===== config.mk =====
export PLATFORM = sky130hd
export DESIGN_NAME = input_conditioner
export DESIGN_NICKNAME = d
export VERILOG_FILES = /design/src/rtl/input_conditioner.sv
export SDC_FILE = /design/constraint.sdc
export NUM_CORES = 1
export LEC_CHECK = 0
export ABC_CLOCK_PERIOD_IN_PS = 3900
export CORE_MARGIN = 1
export CORE_UTILIZATION = 60
export DETAILED_ROUTE_END_ITERATION = 6
export GPL_ROUTABILITY_DRIVEN = 1
export PLACE_DENSITY = 0.89
export SYNTH_ARGS = -nofsm -noshare
export SYNTH_HDL_FRONTEND = slang
export SYNTH_SLANG_ARGS = --single-unit
export TNS_END_PERCENT = 50

===== constraint.sdc =====
create_clock -name Clock -period 3.9 [get_ports Clock]
set_input_delay 0.78 -clock Clock [delete_from_list [all_inputs] [get_ports Clock]]
set_output_delay 0.78 -clock Clock [all_outputs]
set_load 0.005 [all_outputs]

===== src/rtl/input_conditioner.sv =====
// rtl/input_conditioner.sv - sync, debounce, sensor holdoff and button press classification

module ic_channel #(
    parameter int unsigned DEBOUNCE_CYC = 164,
    parameter int unsigned HOLDOFF_CYC  = 0,
    parameter int unsigned CW           = 17
) (
    input  logic Clock,
    input  logic nReset,
    input  logic raw_i,
    output logic clean_o,
    output logic clean_nxt_o
);
    localparam logic [CW-1:0] DEB_LAST  = CW'(DEBOUNCE_CYC - 1);
    localparam logic [CW-1:0] HOLD_LOAD = CW'(HOLDOFF_CYC);

    logic          meta_q, sync_q;
    logic          clean_q, clean_d;
    logic [CW-1:0] deb_q, deb_d;
    logic [CW-1:0] hold_q, hold_d;

    // While holdoff runs the channel is deaf: debounce stays cleared, level frozen.
    always_comb begin
        clean_d = clean_q;
        deb_d   = '0;
        hold_d  = hold_q;
        if (hold_q != '0) begin
            hold_d = hold_q - CW'(1);
        end else if (sync_q != clean_q) begin
            if (deb_q == DEB_LAST) begin
                clean_d = sync_q;
                if (!sync_q) begin
                    hold_d = HOLD_LOAD;
                end
            end else begin
                deb_d = deb_q + CW'(1);
            end
        end
    end

    always_ff @(posedge Clock or negedge nReset) begin
        if (!nReset) begin
            meta_q  <= 1'b1;
            sync_q  <= 1'b1;
            clean_q <= 1'b1;
            deb_q   <= '0;
            hold_q  <= '0;
        end else begin
            meta_q  <= raw_i;
            sync_q  <= meta_q;
            clean_q <= clean_d;
            deb_q   <= deb_d;
            hold_q  <= hold_d;
        end
    end

    assign clean_o     = clean_q;
    assign clean_nxt_o = clean_d;
endmodule

module ic_button #(
    parameter int unsigned LONG_CYC = 65536,
    parameter int unsigned CW       = 17
) (
    input  logic Clock,
    input  logic nReset,
    input  logic fall_i,
    input  logic rise_i,
    input  logic combo_fire_i,
    output logic short_o,
    output logic long_o
);
    localparam logic [CW-1:0] LONG_LAST = CW'(LONG_CYC - 1);

    typedef enum logic [1:0] {
        BTN_IDLE,
        BTN_PRESSED,
        BTN_WAIT_REL
    } btn_state_e;

    btn_state_e    state_q, state_d;
    logic [CW-1:0] press_q, press_d;
    logic          short_q, short_d;
    logic          long_q, long_d;

    always_comb begin
        state_d = state_q;
        press_d = press_q;
        short_d = 1'b0;
        long_d  = 1'b0;
        case (state_q)
            BTN_IDLE: begin
                if (fall_i) begin
                    state_d = BTN_PRESSED;
                    press_d = '0;
                end
            end
            BTN_PRESSED: begin
                if (rise_i) begin
                    short_d = 1'b1;
                    state_d = BTN_IDLE;
                end else if (press_q == LONG_LAST) begin
                    long_d  = 1'b1;
                    state_d = BTN_WAIT_REL;
                end else begin
                    press_d = press_q + CW'(1);
                end
            end
            BTN_WAIT_REL: begin
                if (rise_i) begin
                    state_d = BTN_IDLE;
                end
            end
            default: state_d = BTN_IDLE;
        endcase
        // A combo hold owns both buttons until they are released.
        if (combo_fire_i) begin
            state_d = BTN_WAIT_REL;
            short_d = 1'b0;
            long_d  = 1'b0;
        end
    end

    always_ff @(posedge Clock or negedge nReset) begin
        if (!nReset) begin
            state_q <= BTN_IDLE;
            press_q <= '0;
            short_q <= 1'b0;
            long_q  <= 1'b0;
        end else begin
            state_q <= state_d;
            press_q <= press_d;
            short_q <= short_d;
            long_q  <= long_d;
        end
    end

    assign short_o = short_q;
    assign long_o  = long_q;
endmodule

module input_conditioner #(
    parameter int unsigned DEBOUNCE_CYC = 164,
    parameter int unsigned HOLDOFF_CYC  = 655,
    parameter int unsigned LONG_CYC     = 65536,
    parameter int unsigned CW           = 17
) (
    input  logic Clock,
    input  logic nReset,
    input  logic nFork,
    input  logic nCrank,
    input  logic nMode,
    input  logic nTrip,
    output logic nFork_c,
    output logic nCrank_c,
    output logic nMode_c,
    output logic nTrip_c,
    output logic fork_pulse,
    output logic crank_pulse,
    output logic mode_short,
    output logic trip_short,
    output logic mode_long,
    output logic trip_long,
    output logic combo_long
);
    localparam logic [CW-1:0] LONG_LAST = CW'(LONG_CYC - 1);
    localparam logic [CW-1:0] LONG_SAT  = CW'(LONG_CYC);

    logic          fork_nxt, crank_nxt, mode_nxt, trip_nxt;
    logic          mode_fall, mode_rise, trip_fall, trip_rise;
    logic          both_held, combo_fire;
    logic [CW-1:0] combo_q, combo_d;
    logic          fork_pulse_q, crank_pulse_q, combo_long_q;

    ic_channel #(.DEBOUNCE_CYC(DEBOUNCE_CYC), .HOLDOFF_CYC(HOLDOFF_CYC), .CW(CW)) u_fork (
        .Clock(Clock), .nReset(nReset), .raw_i(nFork), .clean_o(nFork_c), .clean_nxt_o(fork_nxt));
    ic_channel #(.DEBOUNCE_CYC(DEBOUNCE_CYC), .HOLDOFF_CYC(HOLDOFF_CYC), .CW(CW)) u_crank (
        .Clock(Clock), .nReset(nReset), .raw_i(nCrank), .clean_o(nCrank_c), .clean_nxt_o(crank_nxt));
    ic_channel #(.DEBOUNCE_CYC(DEBOUNCE_CYC), .HOLDOFF_CYC(0), .CW(CW)) u_mode (
        .Clock(Clock), .nReset(nReset), .raw_i(nMode), .clean_o(nMode_c), .clean_nxt_o(mode_nxt));
    ic_channel #(.DEBOUNCE_CYC(DEBOUNCE_CYC), .HOLDOFF_CYC(0), .CW(CW)) u_trip (
        .Clock(Clock), .nReset(nReset), .raw_i(nTrip), .clean_o(nTrip_c), .clean_nxt_o(trip_nxt));

    assign mode_fall = nMode_c & ~mode_nxt;
    assign mode_rise = ~nMode_c & mode_nxt;
    assign trip_fall = nTrip_c & ~trip_nxt;
    assign trip_rise = ~nTrip_c & trip_nxt;
    assign both_held = ~nMode_c & ~nTrip_c & ~mode_rise & ~trip_rise;

    // Combo counter parks at LONG_CYC so one hold fires exactly once.
    always_comb begin
        combo_d    = '0;
        combo_fire = 1'b0;
        if (both_held) begin
            if (combo_q == LONG_LAST) begin
                combo_fire = 1'b1;
                combo_d    = LONG_SAT;
            end else if (combo_q == LONG_SAT) begin
                combo_d = LONG_SAT;
            end else begin
                combo_d = combo_q + CW'(1);
            end
        end
    end

    ic_button #(.LONG_CYC(LONG_CYC), .CW(CW)) u_mode_btn (
        .Clock(Clock), .nReset(nReset), .fall_i(mode_fall), .rise_i(mode_rise),
        .combo_fire_i(combo_fire), .short_o(mode_short), .long_o(mode_long));
    ic_button #(.LONG_CYC(LONG_CYC), .CW(CW)) u_trip_btn (
        .Clock(Clock), .nReset(nReset), .fall_i(trip_fall), .rise_i(trip_rise),
        .combo_fire_i(combo_fire), .short_o(trip_short), .long_o(trip_long));

    always_ff @(posedge Clock or negedge nReset) begin
        if (!nReset) begin
            combo_q       <= '0;
            fork_pulse_q  <= 1'b0;
            crank_pulse_q <= 1'b0;
            combo_long_q  <= 1'b0;
        end else begin
            combo_q       <= combo_d;
            fork_pulse_q  <= nFork_c & ~fork_nxt;
            crank_pulse_q <= nCrank_c & ~crank_nxt;
            combo_long_q  <= combo_fire;
        end
    end

    assign fork_pulse  = fork_pulse_q;
    assign crank_pulse = crank_pulse_q;
    assign combo_long  = combo_long_q;
endmodule

==> metrics.csv, run 1 <==
metric,value,unit
row_count,46,
grt_pass1_wl,33.4,mm
yosys.cell_types.count,62,
ctsHoldBuffers,0,
fin_util,0.696,
ys_seq_area_frac,0.523,
cts_buffers,22,
rsz0062_at_grt,false,
comb_power_share,0.020,
die_width,132,um
cts_sinks,210,
crit_path_end_kind,flip-flop,
slew_violations,0,
avgSynthCellArea,10.1,um^2
grt_pass1_vias,7092,
crit_family,simple AND/OR/NAND/NOR gates,
period_minus_slack,2860,ps
cts_max_level,1,
initial_core_util,0.625,
insertion_delay,510,ps
path_buf_inv,1,
critical_path_peak_fanout,29,
cts_buffer_depth,3,
synth_flop_cell,dfrtp_1,
power.switching,0.926,mW
synth-edff-count,0,
antenna_found_initial,0,
grt_start_max_net_pins,103,
num_antenna_cells,0,
hold_path.class,in -> async,
postCtsSetupBuffers,0,
max_freq,350,MHz
die_y,132,um
drtAntennaViolNets,0,
vias,7291,
cpPeakStageDelay,520,ps
ys_top_cells_by_count,"dfrtp_1 (198), nor2_1 (159), nand2_1 (84)",
io_buffers,16,
clockRootBuffer,clkbuf_16,
synthCells,1000,
final_nets,1051,
maxCapViolCount,0,
crit_top_cell,nor2_1,
critical_path_arrival,3270,ps
core_area,16100,um^2
yosys-top-cells-area,"dfrtp_1 (49%), nor2_1 (5.9%), xor2_1 (5.7%)",
peakVddDrop,0.407,mV
ys_seq_elements,210,
p_total,4.43,mW
grt_overflow_total,0,
syn_area,10100,um^2
die_area,17300,um^2
drt_iter0_drc,444,
yosys_warnings,0,
hold_violations,0,
yosys.area.top_type,dfrtp_1,
seqPwrFrac,0.500,
clkSlewWorstSetupHoldPaths,60,ps
cp_slowest_cell,or4b_1,
synthToLayoutAreaGrowth,11.3,%
placed_cells,1220,
routabilityCongestion,0.831,
worstMarginPinSlew,921,ps
finalCritPeriodShare,0.733,
dp_hpwl,12.1,mm
vias_per_cell,5.79,
max-slew-margin-rel,0.384,
setup_viol,0,
ys_async_sr_fraction,1.00,
wl_per_cell,15.3,um
cts-resized-gates,0,
hold_ws,354,ps
final_cells,1260,
p_clk_frac,0.480,
status,"complete, no violations",
synth.most_common_cell,dfrtp_1,
critPathRequiredTime,4310,ps
critical_path_class,reg -> reg,
drc,0,
fin_worst_skew,16.5,ps
path_cells,"ha_1, nand3_1, nor2_1, and2_1, nand2_1, nor2_1, ha_1, nor2_1, and2_1, a211oi_2, buf_4, or4b_1, a21oi_1",
first_pass_iters,5,
switching_share,0.209,
cts_tree,done,
wl,19.2,mm
leakage,5.18,nW
io_pins,17,
gr-usage-all-layers,0.231,
crit_path_start_kind,flip-flop,
fin_setup_tns,0,ps
syn-num-nets,1023,
layout-drive-gt1-share,0.0872,
synth_top_area_share,0.492,
p_int,3.50,mW
pwr_density_cell,395,nW/um^2
-- flip-flops by register name, summed over array words and instances (netlist names), 2 cells and up --
signal / flops
u_trip.deb_q: 17
u_mode_btn.press_q: 17
u_trip.hold_q: 17
u_crank.deb_q: 17
combo_q: 17
u_mode.deb_q: 17
u_fork.deb_q: 17
u_trip_btn.state_q: 2
u_trip_btn.press_q: 17
u_mode_btn.state_q: 2
u_fork.hold_q: 17
u_crank.hold_q: 17
u_mode.hold_q: 17
-- area by class of cell --
| cell class | instances | area [um^2] |
|---|---|---|
| Tap cell | 216 | 270 |
| Timing Repair Buffer | 21 | 214 |
| Fill cell | 1165 | 4900 |
| Sequential cell | 210 | 5270 |
| Inverter | 30 | 113 |
| Multi-Input combinational cell | 743 | 4590 |
| Clock buffer | 29 | 637 |
| Clock inverter | 11 | 116 |
-- metrics by stage --
step                setup slack, ps  cell area, um^2
floorplan                      1310            10100
global route                    843            11200
global placement               1180            10500
finish                         1040            11200
CTS                            1050            11200
detailed placement             1070            10500
-- layer usage --
| metal | up-vias | GRT usage | part of all wire | wire length [um] |
|---|---|---|---|---|
| li1 | 3547 | - | - | - |
| met5 | - | 0 | 0 | 0 |
| met3 | 27 | 0.0297 | 0.039 | 752 |
| met2 | 162 | 0.382 | 0.49 | 9470 |
| met4 | 0 | 0.0620 | 0.016 | 316 |
| met1 | 3555 | 0.323 | 0.45 | 8690 |
-- power by group through the flow --
stage,Sequential (mW),Combinational (mW),Clock [mW]
after floorplan,2.25,0.0327,0
after global placement,2.25,0.0891,0
after detailed placement,2.25,0.0908,0
after CTS,2.21,0.0926,2.17
after global routing,2.21,0.104,2.27
final,2.21,0.0889,2.13
-- worst reg2reg max path: cells and delay by family, from the launching register on --
family          cells  cell delay [ps]
compound gates      2              230
fa+ha+maj           2              430
buf+inv             1              220
flops               1              400
simple gates        8             1480
-- layout by cell type, fill, tap and decap left out, drive strengths merged, types with 3 or more instances in the layout --
cell type,n
nor3,25
mux2i,8
clkbuf,30
mux2,4
and2,7
nor2b,5
nand3,63
dfrtp,198
xor2,66
or4,14
nor2,159
nand2b,8
ha,17
xnor2,55
inv,30
clkinv,9
nor4b,6
nor3b,3
a31oi,3
o31ai,8
clkdlybuf4s50,15
nor4,37
o21ai,34
nor4bb,4
and4,5
or3,17
o41ai,7
nand2,84
buf,5
dfstp,12
nand4,20
and3,28
a21oi,27
or2,7
-- kinds of logic after synthesis --
group | after synthesis | synth area share
multiplexers | 12 | 0.0124
AO/OA/AOI/OAI | 93 | 0.0589
flip-flops | 210 | 0.523
AND/OR/NAND/NOR | 500 | 0.258
XOR/XNOR | 121 | 0.105
adder cells (fa/ha/maj) | 17 | 0.0211
buffers and inverters | 47 | 0.0206
-- worst paths after layout --
path	end	startpoint	cells after the start	slack (ps)
setup / recovery	u_mode_btn.press_q[8]	u_mode_btn.press_q[0]	13	1040
hold / removal	u_fork.hold_q[5]	nReset	1	350
setup reg to reg	u_mode_btn.press_q[8]	u_mode_btn.press_q[0]	13	1040
hold reg to reg	u_fork.sync_q	u_fork.meta_q	0	350
max in group asynchronous	u_trip.hold_q[0]	nReset	2	2600
min in group Clock	u_fork.sync_q	u_fork.meta_q	0	350
Note: power is estimated with default switching activity, not from simulation.
==> run 2, diff against run 1 <==
- ABC_CLOCK_PERIOD_IN_PS: 3900 -> 2430
- CORE_UTILIZATION: 60 -> 57
- clock period: 3.9 -> 2.43 ns (I/O delays scaled with it)
==> metrics.csv, run 2 (synthesized netlist as in run 1, its figures left out) <==
metric,value,unit
crit_family,simple AND/OR/NAND/NOR gates,
clockRootBuffer,clkbuf_16,
die_width,135,um
grt_pass1_wl,35.3,mm
worstMarginPinSlew,476,ps
io_buffers,16,
pwr_density_cell,593,nW/um^2
r2r_slack,-20,ps
die_area,18200,um^2
wl,21.7,mm
max_freq,408,MHz
layout-drive-gt1-share,0.171,
cts_max_level,1,
path_buf_inv,2,
wl_per_cell,16.1,um
final_common_cell,dfrtp_1,
hold_violations,0,
insertion_delay,510,ps
cp_slowest_cell,or4_4,
crit_path_start_kind,flip-flop,
fin_worst_skew,10.0,ps
maxCapViolCount,0,
setup_ws,-18.9,ps
peakVddDrop,0.580,mV
violations,setup timing,
cts_sinks,210,
cts_tree,done,
critical_path_arrival,2870,ps
fin_setup_tns,-19.0,ps
critPathRequiredTime,2860,ps
grt_pass1_vias,7696,
hold_ws,355,ps
core_area,17300,um^2
finalCritPeriodShare,1.01,
final_nets,1127,
setup_viol,2,
first_pass_iters,5,
max-slew-margin-rel,0.680,
grt_overflow_total,0,
rsz0062_at_grt,true,
dp_hpwl,13.2,mm
status,"complete, but fails checks",
leakage,5.66,nW
io_pins,17,
slew_violations,0,
period_minus_slack,2450,ps
critical_path_class,reg -> reg,
critical_path_peak_fanout,7,
path_cells,"or4_4, nor4_4, nand4_2, a211oi_4, buf_12, clkbuf_16, o21ai_1, a21oi_1",
fillers,1138,
drtAntennaViolNets,0,
vias_per_cell,5.78,
drc,0,
cts_buffers,23,
mostFrequentLayoutCells,"dfrtp_1 (197), nor2_1 (156), nand2_1 (83), buf_4 (71), xor2_1 (66)",
crit_path_end_kind,flip-flop,
grt_start_max_net_pins,67,
num_antenna_cells,0,
cts_buffer_depth,3,
hold_path.class,reg -> reg,
vias,7772,
row_count,48,
initial_core_util,0.582,
routabilityCongestion,0.830,
clkSlewWorstSetupHoldPaths,60,ps
die_y,135,um
drt_iter0_drc,434,
cpPeakStageDelay,560,ps
gr-usage-all-layers,0.236,
antenna_found_initial,0,
synthToLayoutAreaGrowth,20.5,%
## run 2: worst reg2reg max path: cells and delay by family, from the launching register on
kind | cells | cell delay (ps)
AOI/OAI and AO/OA | 3 | 570
buffers and inverters | 2 | 310
and+or+nand+nor | 3 | 1090
DFF | 1 | 390
## run 2: stage by stage
step	cell area (um^2)	utilization	worst slack [ps]	power, mW	std cells
2_1_floorplan	10100	-	7.67	3.66	1000
4_1_cts	11900	0.686	-13.1	7.24	1333
3_5_place_dp	10900	0.630	-101	3.78	1278
3_3_place_gp	10900	0.630	54.3	3.77	1278
5_1_grt	12100	0.701	-78.3	7.43	1345
6_report	12100	0.701	-18.9	7.19	1345
## run 2: area by class of cell
class | count | area (um^2) | area share
multi-input cells | 743 | 4860 | 0.401
inverters | 30 | 113 | 0.00928
clock buffers | 36 | 664 | 0.0548
repair buffers | 96 | 855 | 0.0704
flip-flops and latches | 210 | 5270 | 0.434
well taps | 225 | 282 | 0.0232
clock inverters | 5 | 83.8 | 0.00691
## run 2: path summary, 6_finish.rpt
kind	startpoint	endpoint	depth (start not counted)
max	u_mode.deb_q[12]	u_mode_btn.press_q[5]	8
min	u_mode.meta_q	u_mode.sync_q	0
max reg2reg	u_mode.deb_q[12]	u_mode_btn.press_q[5]	8
min reg2reg	u_mode.meta_q	u_mode.sync_q	0
max in group asynchronous	nReset	u_crank.clean_o	3
min in group asynchronous	nReset	u_trip.deb_q[0]	2
## run 2: what timing repair did
item,in CTS,in global routing
hold endpoints to repair,49,0
gates cloned,1,1
hold buffers,1,0
resized for setup,20,30
pin swaps,15,19
setup endpoints to repair,15,39
buffers inserted,12,12
## run 2: routing by layer
| metal | GRT usage | up-vias | wire length, um |
|---|---|---|---|
| met3 | 0.0379 | 51 | 973 |
| met5 | 0 | - | 0 |
| li1 | - | 3697 | - |
| met2 | 0.405 | 189 | 10900 |
| met4 | 0.0799 | 0 | 530 |
| met1 | 0.305 | 3835 | 9230 |
## run 2: report_power, final
group          internal (mW)  leakage (nW)  switching, mW
clock network           2.09         0.361           1.38
logic                 0.0534          2.43          0.113
registers               3.53          2.87         0.0252
total                   5.67          5.66           1.52
==> run 3, diff against run 2 <==
- PLACE_DENSITY: 0.89 -> 0.77
==> metrics.csv, run 3 (synthesized netlist as in run 1, its figures left out) <==
metric,value,unit
rsz0062_at_grt,true,
setup_viol,4,
io_pins,17,
worstMarginPinSlew,458,ps
antenna_found_initial,0,
cts_max_level,1,
final_common_cell,dfrtp_1,
clkSlewWorstSetupHoldPaths,60,ps
num_antenna_cells,0,
violations,setup timing,
placed_cells,1275,
drt_iter0_drc,382,
cts_buffers,23,
dp_hpwl,12.7,mm
clockRootBuffer,clkbuf_16,
maxCapViolCount,0,
core_area,17300,um^2
die_y,135,um
drtAntennaViolNets,0,
finalCritPeriodShare,1.00,
critical_path_peak_fanout,6,
period_minus_slack,2440,ps
io_buffers,16,
critical_path_class,reg -> reg,
max-slew-margin-rel,0.695,
status,"complete, but fails checks",
max_freq,410,MHz
slew_violations,0,
die_area,18200,um^2
gr-usage-all-layers,0.218,
hold_ws,354,ps
drc,0,
hold_violations,0,
insertion_delay,500,ps
final_nets,1111,
first_pass_iters,4,
vias_per_cell,5.62,
cpPeakStageDelay,530,ps
wl,19.3,mm
setup_ws,-10.9,ps
peakVddDrop,0.649,mV
cts_tree,done,
cts_buffer_depth,3,
grt_start_max_net_pins,61,
grt_pass1_vias,7334,
path_cells,"ha_2, nand3_2, nor2_2, and2_4, nand2_4, nor2_1, ha_2, nor2_4, and2_4, a211oi_4, clkbuf_16, or4_4, a21oi_2",
wl_per_cell,14.6,um
cp_slowest_cell,or4_4,
layout-drive-gt1-share,0.168,
initial_core_util,0.582,
hold_path.class,reg -> reg,
pwr_density_cell,604,nW/um^2
critical_path_arrival,2870,ps
grt_overflow_total,0,
die_width,135,um
final_cells,1329,
vias,7474,
critPathRequiredTime,2860,ps
cts_sinks,210,
grt_pass1_wl,32.8,mm
crit_path_end_kind,flip-flop,
row_count,48,
mostFrequentLayoutCells,"dfrtp_1 (197), nor2_1 (157), nand2_1 (80), xor2_1 (66), nand3_1 (62)",
leakage,5.57,nW
fillers,1261,
synthToLayoutAreaGrowth,19.3,%
fin_worst_skew,10.3,ps
crit_path_start_kind,flip-flop,
routabilityCongestion,0.793,
-- run 3: critical path, delay by kind of cell (launching register included) --
family | cells | cell delay [ps]
simple gates | 8 | 1240
compound gates | 2 | 180
fa+ha+maj | 2 | 400
flops | 1 | 390
buf+inv | 1 | 180
-- run 3: through the flow --
stage	setup WS, ps	setup TNS [ps]	util	power [mW]	area, um^2
final	-10.9	-22.9	0.695	7.25	12000
after CTS	5.41	0	0.675	7.35	11700
after global routing	-143	-1940	0.695	7.52	12000
after detailed placement	-29.6	-75.1	0.628	3.78	10900
after global placement	49.6	0	0.628	3.77	10900
after floorplan	7.67	0	-	3.66	10100
-- run 3: cell type report --
type	instances	area (um^2)	area share
sequential	210	5270	0.439
multi-input combinational	743	4830	0.402
timing repair buffer	80	741	0.0617
clock buffer	31	646	0.0537
tap	225	282	0.0234
clock inverter	10	133	0.0110
inverter	30	113	0.00937
-- run 3: final timing paths --
kind | start | end | slack (ps) | cells after the start
worst max-delay path | u_mode_btn.press_q[1] | u_mode_btn.press_q[9] | -10 | 13
worst min-delay path | u_trip.meta_q | u_trip.sync_q | 350 | 0
worst max register to register | u_mode_btn.press_q[1] | u_mode_btn.press_q[9] | -10 | 13
worst min register to register | u_trip.meta_q | u_trip.sync_q | 350 | 0
max in group asynchronous | nReset | u_crank.clean_o | 1150 | 3
min in group asynchronous | nReset | u_fork.hold_q[5] | 510 | 2
-- run 3: power by group --
part / leakage (nW) / internal [mW] / total (mW) / switching, mW
sequential: 2.87 / 3.53 / 3.55 / 0.0259
combinational: 2.33 / 0.0494 / 0.159 / 0.110
clock: 0.375 / 2.18 / 3.54 / 1.36
total: 5.57 / 5.75 / 7.25 / 1.50
-- run 3: timing repair --
action | CTS | global route
endpoints found under the setup margin | 5 | 57
gates cloned | 0 | 2
resized for setup | 1 | 54
buffers inserted | 2 | 8
pin swaps | 0 | 24
hold endpoints to repair | 51 | 0
hold buffers | 1 | 0
-- run 3: routing by layer --
metal | global-route usage | vias to the layer above | share of wire
met5 | 0 | - | 0
met4 | 0.0456 | 0 | 0.019
met3 | 0.0342 | 30 | 0.030
met2 | 0.374 | 104 | 0.50
met1 | 0.294 | 3674 | 0.45
li1 | - | 3666 | -
